## config.mk

```make
export PLATFORM = sky130hd
export DESIGN_NAME = match_pe_scoreboard
export DESIGN_NICKNAME = d
export VERILOG_FILES = /design/src/rtl/match_pe_scoreboard.sv
export SDC_FILE = /design/constraint.sdc
export NUM_CORES = 1
export LEC_CHECK = 0
export BUFFER_PORTS_ARGS = -buffer_cell sky130_fd_sc_hd__buf_2
export CORE_MARGIN = 2
export CORE_UTILIZATION = 35
export CTS_CLUSTER_SIZE = 16
export DETAILED_ROUTE_END_ITERATION = 8
export MAX_ROUTING_LAYER = met4
export PLACE_DENSITY = 0.5
export SLEW_MARGIN = 20
export SYNTH_ARGS = -nofsm -noshare
export SYNTH_HDL_FRONTEND = slang
export SYNTH_SLANG_ARGS = --single-unit
```

## constraint.sdc

```tcl
create_clock -name clk -period 5.75 [get_ports clk]
set_input_delay 0.2875 -clock clk [delete_from_list [all_inputs] [get_ports clk]]
set_output_delay 0.2875 -clock clk [all_outputs]
set_load 0.02 [all_outputs]
```

## src/rtl/match_pe_scoreboard.sv

```systemverilog
// Match PE initiator: tracks match jobs in a small scoreboard, issues chunked compare requests and returns lengths in order.
// Optional sticky protocol checker (o_err) when MATCH_SCOREBOARD_CHECK_EN is defined.
`ifndef ADDR_WIDTH
`define ADDR_WIDTH 32
`endif
`ifndef MATCH_PE_WIDTH
`define MATCH_PE_WIDTH 16
`endif
`ifndef MAX_MATCH_LEN_LOG2
`define MAX_MATCH_LEN_LOG2 5
`endif

module match_pe_scoreboard #(
  parameter int SCOREBOARD_ENTRY_INDEX = 2,
  parameter int PE_LATENCY             = 6
) (
  input  logic                              clk,
  input  logic                              rst_n,
  input  logic                              i_job_valid,
  output logic                              o_job_ready,
  input  logic [`ADDR_WIDTH-1:0]            i_job_head_addr,
  input  logic [`ADDR_WIDTH-1:0]            i_job_history_addr,
  output logic                              o_pe_valid,
  output logic [SCOREBOARD_ENTRY_INDEX-1:0] o_pe_idx,
  output logic                              o_pe_last,
  output logic [`ADDR_WIDTH-1:0]            o_pe_head_addr,
  output logic [`ADDR_WIDTH-1:0]            o_pe_history_addr,
  input  logic                              i_pe_valid,
  input  logic [SCOREBOARD_ENTRY_INDEX-1:0] i_pe_idx,
  input  logic                              i_pe_last,
  input  logic [`MAX_MATCH_LEN_LOG2:0]      i_pe_match_len,
  output logic                              o_res_valid,
  input  logic                              i_res_ready,
  output logic [`MAX_MATCH_LEN_LOG2:0]      o_res_match_len
`ifdef MATCH_SCOREBOARD_CHECK_EN
  ,
  output logic                              o_err
`endif
);

  localparam int SI = SCOREBOARD_ENTRY_INDEX;
  localparam int N  = 1 << SI;
  localparam int LW = `MAX_MATCH_LEN_LOG2 + 1;
  localparam int AW = `ADDR_WIDTH;
  localparam logic [LW-1:0] MAX_LEN = LW'(1 << `MAX_MATCH_LEN_LOG2);
  localparam logic [LW-1:0] PE_W    = LW'(`MATCH_PE_WIDTH);
  localparam logic [AW-1:0] ADDR_W  = AW'(`MATCH_PE_WIDTH);

  typedef enum logic [1:0] {S_FREE, S_ISSUE, S_WAIT, S_DONE} entry_state_t;

  entry_state_t  state_q [N];
  logic [AW-1:0] head_q  [N];
  logic [AW-1:0] hist_q  [N];
  logic [LW-1:0] acc_q   [N];

  logic [SI-1:0] alloc_ptr;
  logic [SI-1:0] ret_ptr;
  logic [SI-1:0] rr_ptr;

  logic          issue_found;
  logic [SI-1:0] issue_idx;
  logic          issue_last;
  logic          res_hit;
  logic          rearm;
  logic [LW:0]   sum_wide;
  logic [LW-1:0] sat_sum;
  logic          job_accept;
  logic          res_accept;

  assign o_job_ready     = rst_n && (state_q[alloc_ptr] == S_FREE);
  assign o_res_valid     = rst_n && (state_q[ret_ptr] == S_DONE);
  assign o_res_match_len = acc_q[ret_ptr];
  assign job_accept      = i_job_valid && o_job_ready;
  assign res_accept      = o_res_valid && i_res_ready;

  // Round-robin pick of the first ISSUE entry at or after rr_ptr.
  always_comb begin
    issue_found = 1'b0;
    issue_idx   = rr_ptr;
    for (int k = 0; k < N; k++) begin
      if (!issue_found && state_q[rr_ptr + SI'(k)] == S_ISSUE) begin
        issue_found = 1'b1;
        issue_idx   = rr_ptr + SI'(k);
      end
    end
  end

  always_comb begin
    issue_last = ({1'b0, acc_q[issue_idx]} + {1'b0, PE_W}) >= {1'b0, MAX_LEN};
    res_hit    = i_pe_valid && (state_q[i_pe_idx] == S_WAIT);
    rearm      = (i_pe_match_len == PE_W) && !i_pe_last;
    sum_wide   = {1'b0, acc_q[i_pe_idx]} + {1'b0, i_pe_match_len};
    sat_sum    = (sum_wide > {1'b0, MAX_LEN}) ? MAX_LEN : sum_wide[LW-1:0];
  end

  // Writeback, issue, allocate and retire always touch entries in distinct states, so they never collide.
  always_ff @(posedge clk) begin
    if (!rst_n) begin
      for (int k = 0; k < N; k++) state_q[k] <= S_FREE;
      alloc_ptr  <= '0;
      ret_ptr    <= '0;
      rr_ptr     <= '0;
      o_pe_valid <= 1'b0;
    end else begin
      if (res_hit) begin
        acc_q[i_pe_idx] <= sat_sum;
        if (rearm) begin
          state_q[i_pe_idx] <= S_ISSUE;
          head_q[i_pe_idx]  <= head_q[i_pe_idx] + ADDR_W;
          hist_q[i_pe_idx]  <= hist_q[i_pe_idx] + ADDR_W;
        end else begin
          state_q[i_pe_idx] <= S_DONE;
        end
      end
      o_pe_valid <= issue_found;
      if (issue_found) begin
        state_q[issue_idx] <= S_WAIT;
        o_pe_idx           <= issue_idx;
        o_pe_last          <= issue_last;
        o_pe_head_addr     <= head_q[issue_idx];
        o_pe_history_addr  <= hist_q[issue_idx];
        rr_ptr             <= issue_idx + SI'(1);
      end
      if (job_accept) begin
        state_q[alloc_ptr] <= S_ISSUE;
        acc_q[alloc_ptr]   <= '0;
        head_q[alloc_ptr]  <= i_job_head_addr;
        hist_q[alloc_ptr]  <= i_job_history_addr;
        alloc_ptr          <= alloc_ptr + SI'(1);
      end
      if (res_accept) begin
        state_q[ret_ptr] <= S_FREE;
        ret_ptr          <= ret_ptr + SI'(1);
      end
    end
  end

`ifdef MATCH_SCOREBOARD_CHECK_EN
  logic [7:0] ts_q      [N];
  logic       last_sent [N];

  // Per-entry age since issue; a result must land exactly PE_LATENCY cycles after its request.
  always_ff @(posedge clk) begin
    if (!rst_n) begin
      o_err <= 1'b0;
    end else begin
      for (int k = 0; k < N; k++) begin
        if (state_q[k] == S_WAIT && ts_q[k] != 8'hFF) ts_q[k] <= ts_q[k] + 8'd1;
      end
      if (issue_found) begin
        ts_q[issue_idx]      <= 8'd0;
        last_sent[issue_idx] <= issue_last;
      end
      if (i_pe_valid) begin
        if (state_q[i_pe_idx] != S_WAIT) begin
          o_err <= 1'b1;
          $display("match_pe_scoreboard: result for idle entry t=%0t idx=%0d", $time, i_pe_idx);
        end else begin
          if (i_pe_last != last_sent[i_pe_idx]) begin
            o_err <= 1'b1;
            $display("match_pe_scoreboard: last flag error t=%0t idx=%0d", $time, i_pe_idx);
          end
          if (ts_q[i_pe_idx] != 8'(PE_LATENCY)) begin
            o_err <= 1'b1;
            $display("match_pe_scoreboard: latency error t=%0t idx=%0d", $time, i_pe_idx);
          end
        end
      end
    end
  end
`else
  logic unused_latency;
  assign unused_latency = |32'(PE_LATENCY);
`endif

endmodule

```

==> summary.txt <==
Timing
  • Max-slew violations: 0
  • Hold_ws: 0.0343 ns
  • Achievable clock frequency: 265 MHz
  • Setup Skew: 0.0192 ns
  • Period utilisation layout: 65.7%
  • Relative slew slack: 38.7%
  • Minimum clock period: 3.78 ns
  • Slew @ Worst Pin: 0.917 ns
  • Endpoints failing setup: 0
  • Final setup TNS: 0 ns
  • RSZ-0062 raised after global routing: false
  • Setup ws final: 1.97 ns
  • Final hold vios: 0

Clock network
  • Clock-pin slew of the registers on the worst-case setup and hold paths: 0.06 ns
  • CTS buffer count: 44
  • Clk sinks: 368
  • Clk_lat worst skew: 0.57 ns
  • Post-CTS repair timing setup buffer count: 0
  • CTS Buffer Depth: 3
  • # H-tree levels: 2
  • Clk root buf: clkbuf_16
  • CTS tree: yes

Setup path
  • CP startpoint kind: register
  • CP Cell Sequence: nor3_1 > a21oi_1 > a21oi_1 > and3_1 > and2_2 > buf_4 > a21o_4 > buf_4
  • CP peak stage delay: 0.71 ns
  • Crit Path Class: register to register
  • Setup crit start: state_q[2][1]
  • Arrival @ worst endpoint: 4.03 ns
  • Slowest stage cell, crit path: a21o_4
  • Critical path data required time: 6.01 ns
  • Crit-path max FO: 42
  • Type of destination of the critical path: register
  • RR Startpoint: state_q[2][1]

Power and ir drop
  • Tot Pwr: 9.34 mW
  • Max IR drop VDD: 0.000216 V
  • Pleak: 8.10 nW
  • PD cells: 412 nW/µm²

Final layout
  • Area of the multi-input gates: 8670 µm²
  • Ratio of cells with drive above 1 in the final layout: 29.7%
  • Most common cell after layout, fill and taps aside: edfxtp_1
  • Layout Utilization: 40.4%
  • FF+latch area: 10600 µm²
  • Fillers: 5288
  • Area grow syn2layout: 14.8%
  • Nets: 1765
  • Final Non-Filler Cells: 2462
  • Final Instance Area: 22700 µm²
  • Commonest cells after routing, fill and taps aside: edfxtp_1, nor2_1, nand2_1

Floorplan
  • Total I/O pin count: 154
  • Chip Height: 242 µm
  • Core Footprint: 56100 µm²
  • Horiz. Die Dim: 242 µm
  • Starting Density: 35.2%
  • DIE AREA: 58300 µm²
  • FP Rows: 87

Outcome
  • Outcome: completed

Worst hold path
  • Hold Startpoint: i_job_history_addr[0]
  • Hold/Removal Path Class: input pin to register

Synthesis
  • Yosys top cell by area: edfxtp_1
  • YS warnings: 0
  • Yosys top cell area share: 49.1%
  • Ys async rst share: 0%
  • #FFs+latches synth: 368
  • Top FF cell, synth: edfxtp_1
  • Area contributors post-synth: edfxtp_1, mux4_2, nor2_1
  • Post-synth cell types: 69
  • Synth Instances: 1541
  • Sequential area share after synthesis: 53.7%
  • Number of synthesized flops with an enable pin: 323
  • Synthesized cell area: 19800 µm²
  • Net Count, Synth: 1640
  • Syn avg cell area: 12.8 µm²

Placed design
  • Area after DPL: 21300 µm²
  • Final Wtd Congestion: 0.768
  • Inst Count DP: 2375
  • Worst slack, placed: 1.74 ns
  • DP Wirelength: 34.3 mm
  • Port Buffers: 153

Routing
  • Drt total wl: 56.5 mm
  • Detailed Route Iter0 Violations: 1034
  • # DRC: 0
  • DRT Pass-1 Iters: 5
  • DR vias: 13100
  • Avg Vias per Cell: 5.32
  • Final ANT Viol Nets: 0
  • Drt wl/cell: 23.0 µm

Global route
  • Initial antenna violation count: 7
  • Total GRT Usage: 19.9%
  • Vias in the first global route: 13600
  • Largest net degree at the start of global routing: 65
  • GRT overflow: 0
  • First-pass GRT wire length: 85.2 mm

Flow run
  • MaxCap Viol Count: 0
[timing repair]
action / CTS / global route
resized for setup: 0 / 0
setup endpoints to repair: 0 / 0
hold endpoints to repair: 1 / 0
hold buffers: 1 / 0
[registers in the layout (all words and copies together), names as in the netlist, named ones only]
register and cells:
state_q 8, acc_q 24, head_q 128, o_pe_idx 2, o_pe_head_addr 32, alloc_ptr 2
hist_q 128, ret_ptr 2, o_pe_last 1, rr_ptr 2, o_pe_history_addr 32, o_pe_valid 1
[final cells by class]
| class | count | area share, % |
|---|---|---|
| antenna | 7 | 0.0773 |
| clock buffer | 56 | 5.19 |
| clock inverter | 23 | 0.811 |
| inverter | 18 | 0.298 |
| multi-input combinational | 1058 | 38.3 |
| sequential | 368 | 46.8 |
| tap | 756 | 4.17 |
| timing repair buffer | 176 | 4.41 |
[worst paths after layout]
kind / endpoint / slack, ns / cells past startpoint
setup / recovery: hist_q[2][13] / 1.97 / 8
hold / removal: hist_q[3][0] / 0.03 / 3
setup reg to reg: hist_q[2][13] / 1.97 / 8
hold reg to reg: acc_q[2][0] / 0.47 / 2
[cells in the mapped netlist (7+ instances only)]
master,count
a21oi_1,83
and2_1,21
and3_1,10
buf_1,19
buf_2,19
buf_6,7
clkbuf_1,44
dfxtp_1,45
edfxtp_1,323
ha_1,20
inv_1,18
mux2_2,92
mux4_2,136
nand2_1,182
nand3_1,37
nand4_1,9
nor2_1,291
nor2b_1,8
nor3_1,8
o21ai_0,13
xnor2_1,40
xor2_1,12
[worst max-delay path, delay by kind of cell (launching register included)]
kind / cells / cell delay, ns
AOI/OAI and AO/OA: 3 / 1.04
buffers and inverters: 2 / 0.90
DFF: 1 / 0.36
and+or+nand+nor: 3 / 1.10
[cell families (layout without fill, tap and decap cells)]
group | count (synthesis) | count (layout) | share of synthesized area [%]
DFF | 368 | 368 | 53.7
and+or+nand+nor | 607 | 607 | 13.5
muxes | 235 | 235 | 21.6
AOI/OAI and AO/OA | 138 | 138 | 4.15
xor gates and xnor gates | 57 | 57 | 2.72
buffers and inverters | 115 | 273 | 2.95
other | 0 | 7 | 0
adders and majority gates | 21 | 21 | 1.37
[report_power, final]
part	switching [mW]	internal [mW]	leakage, nW	total, mW
Clock	1.13	1.58	0.668	2.70
Combinational	1.71	1.21	4.13	2.92
Sequential	0.190	3.53	3.30	3.72
[metal layers]
| layer | global-route usage, % | share of wire [%] | vias to the layer above |
|---|---|---|---|
| met5 | - | 0 | - |
| met1 | 26.1 | 43 | 6615 |
| met2 | 32.2 | 49 | 392 |
| met4 | 5.02 | 2.2 | 0 |
| li1 | - | - | 6004 |
| met3 | 3.34 | 6.3 | 87 |
(Power assumes the default switching activity.)
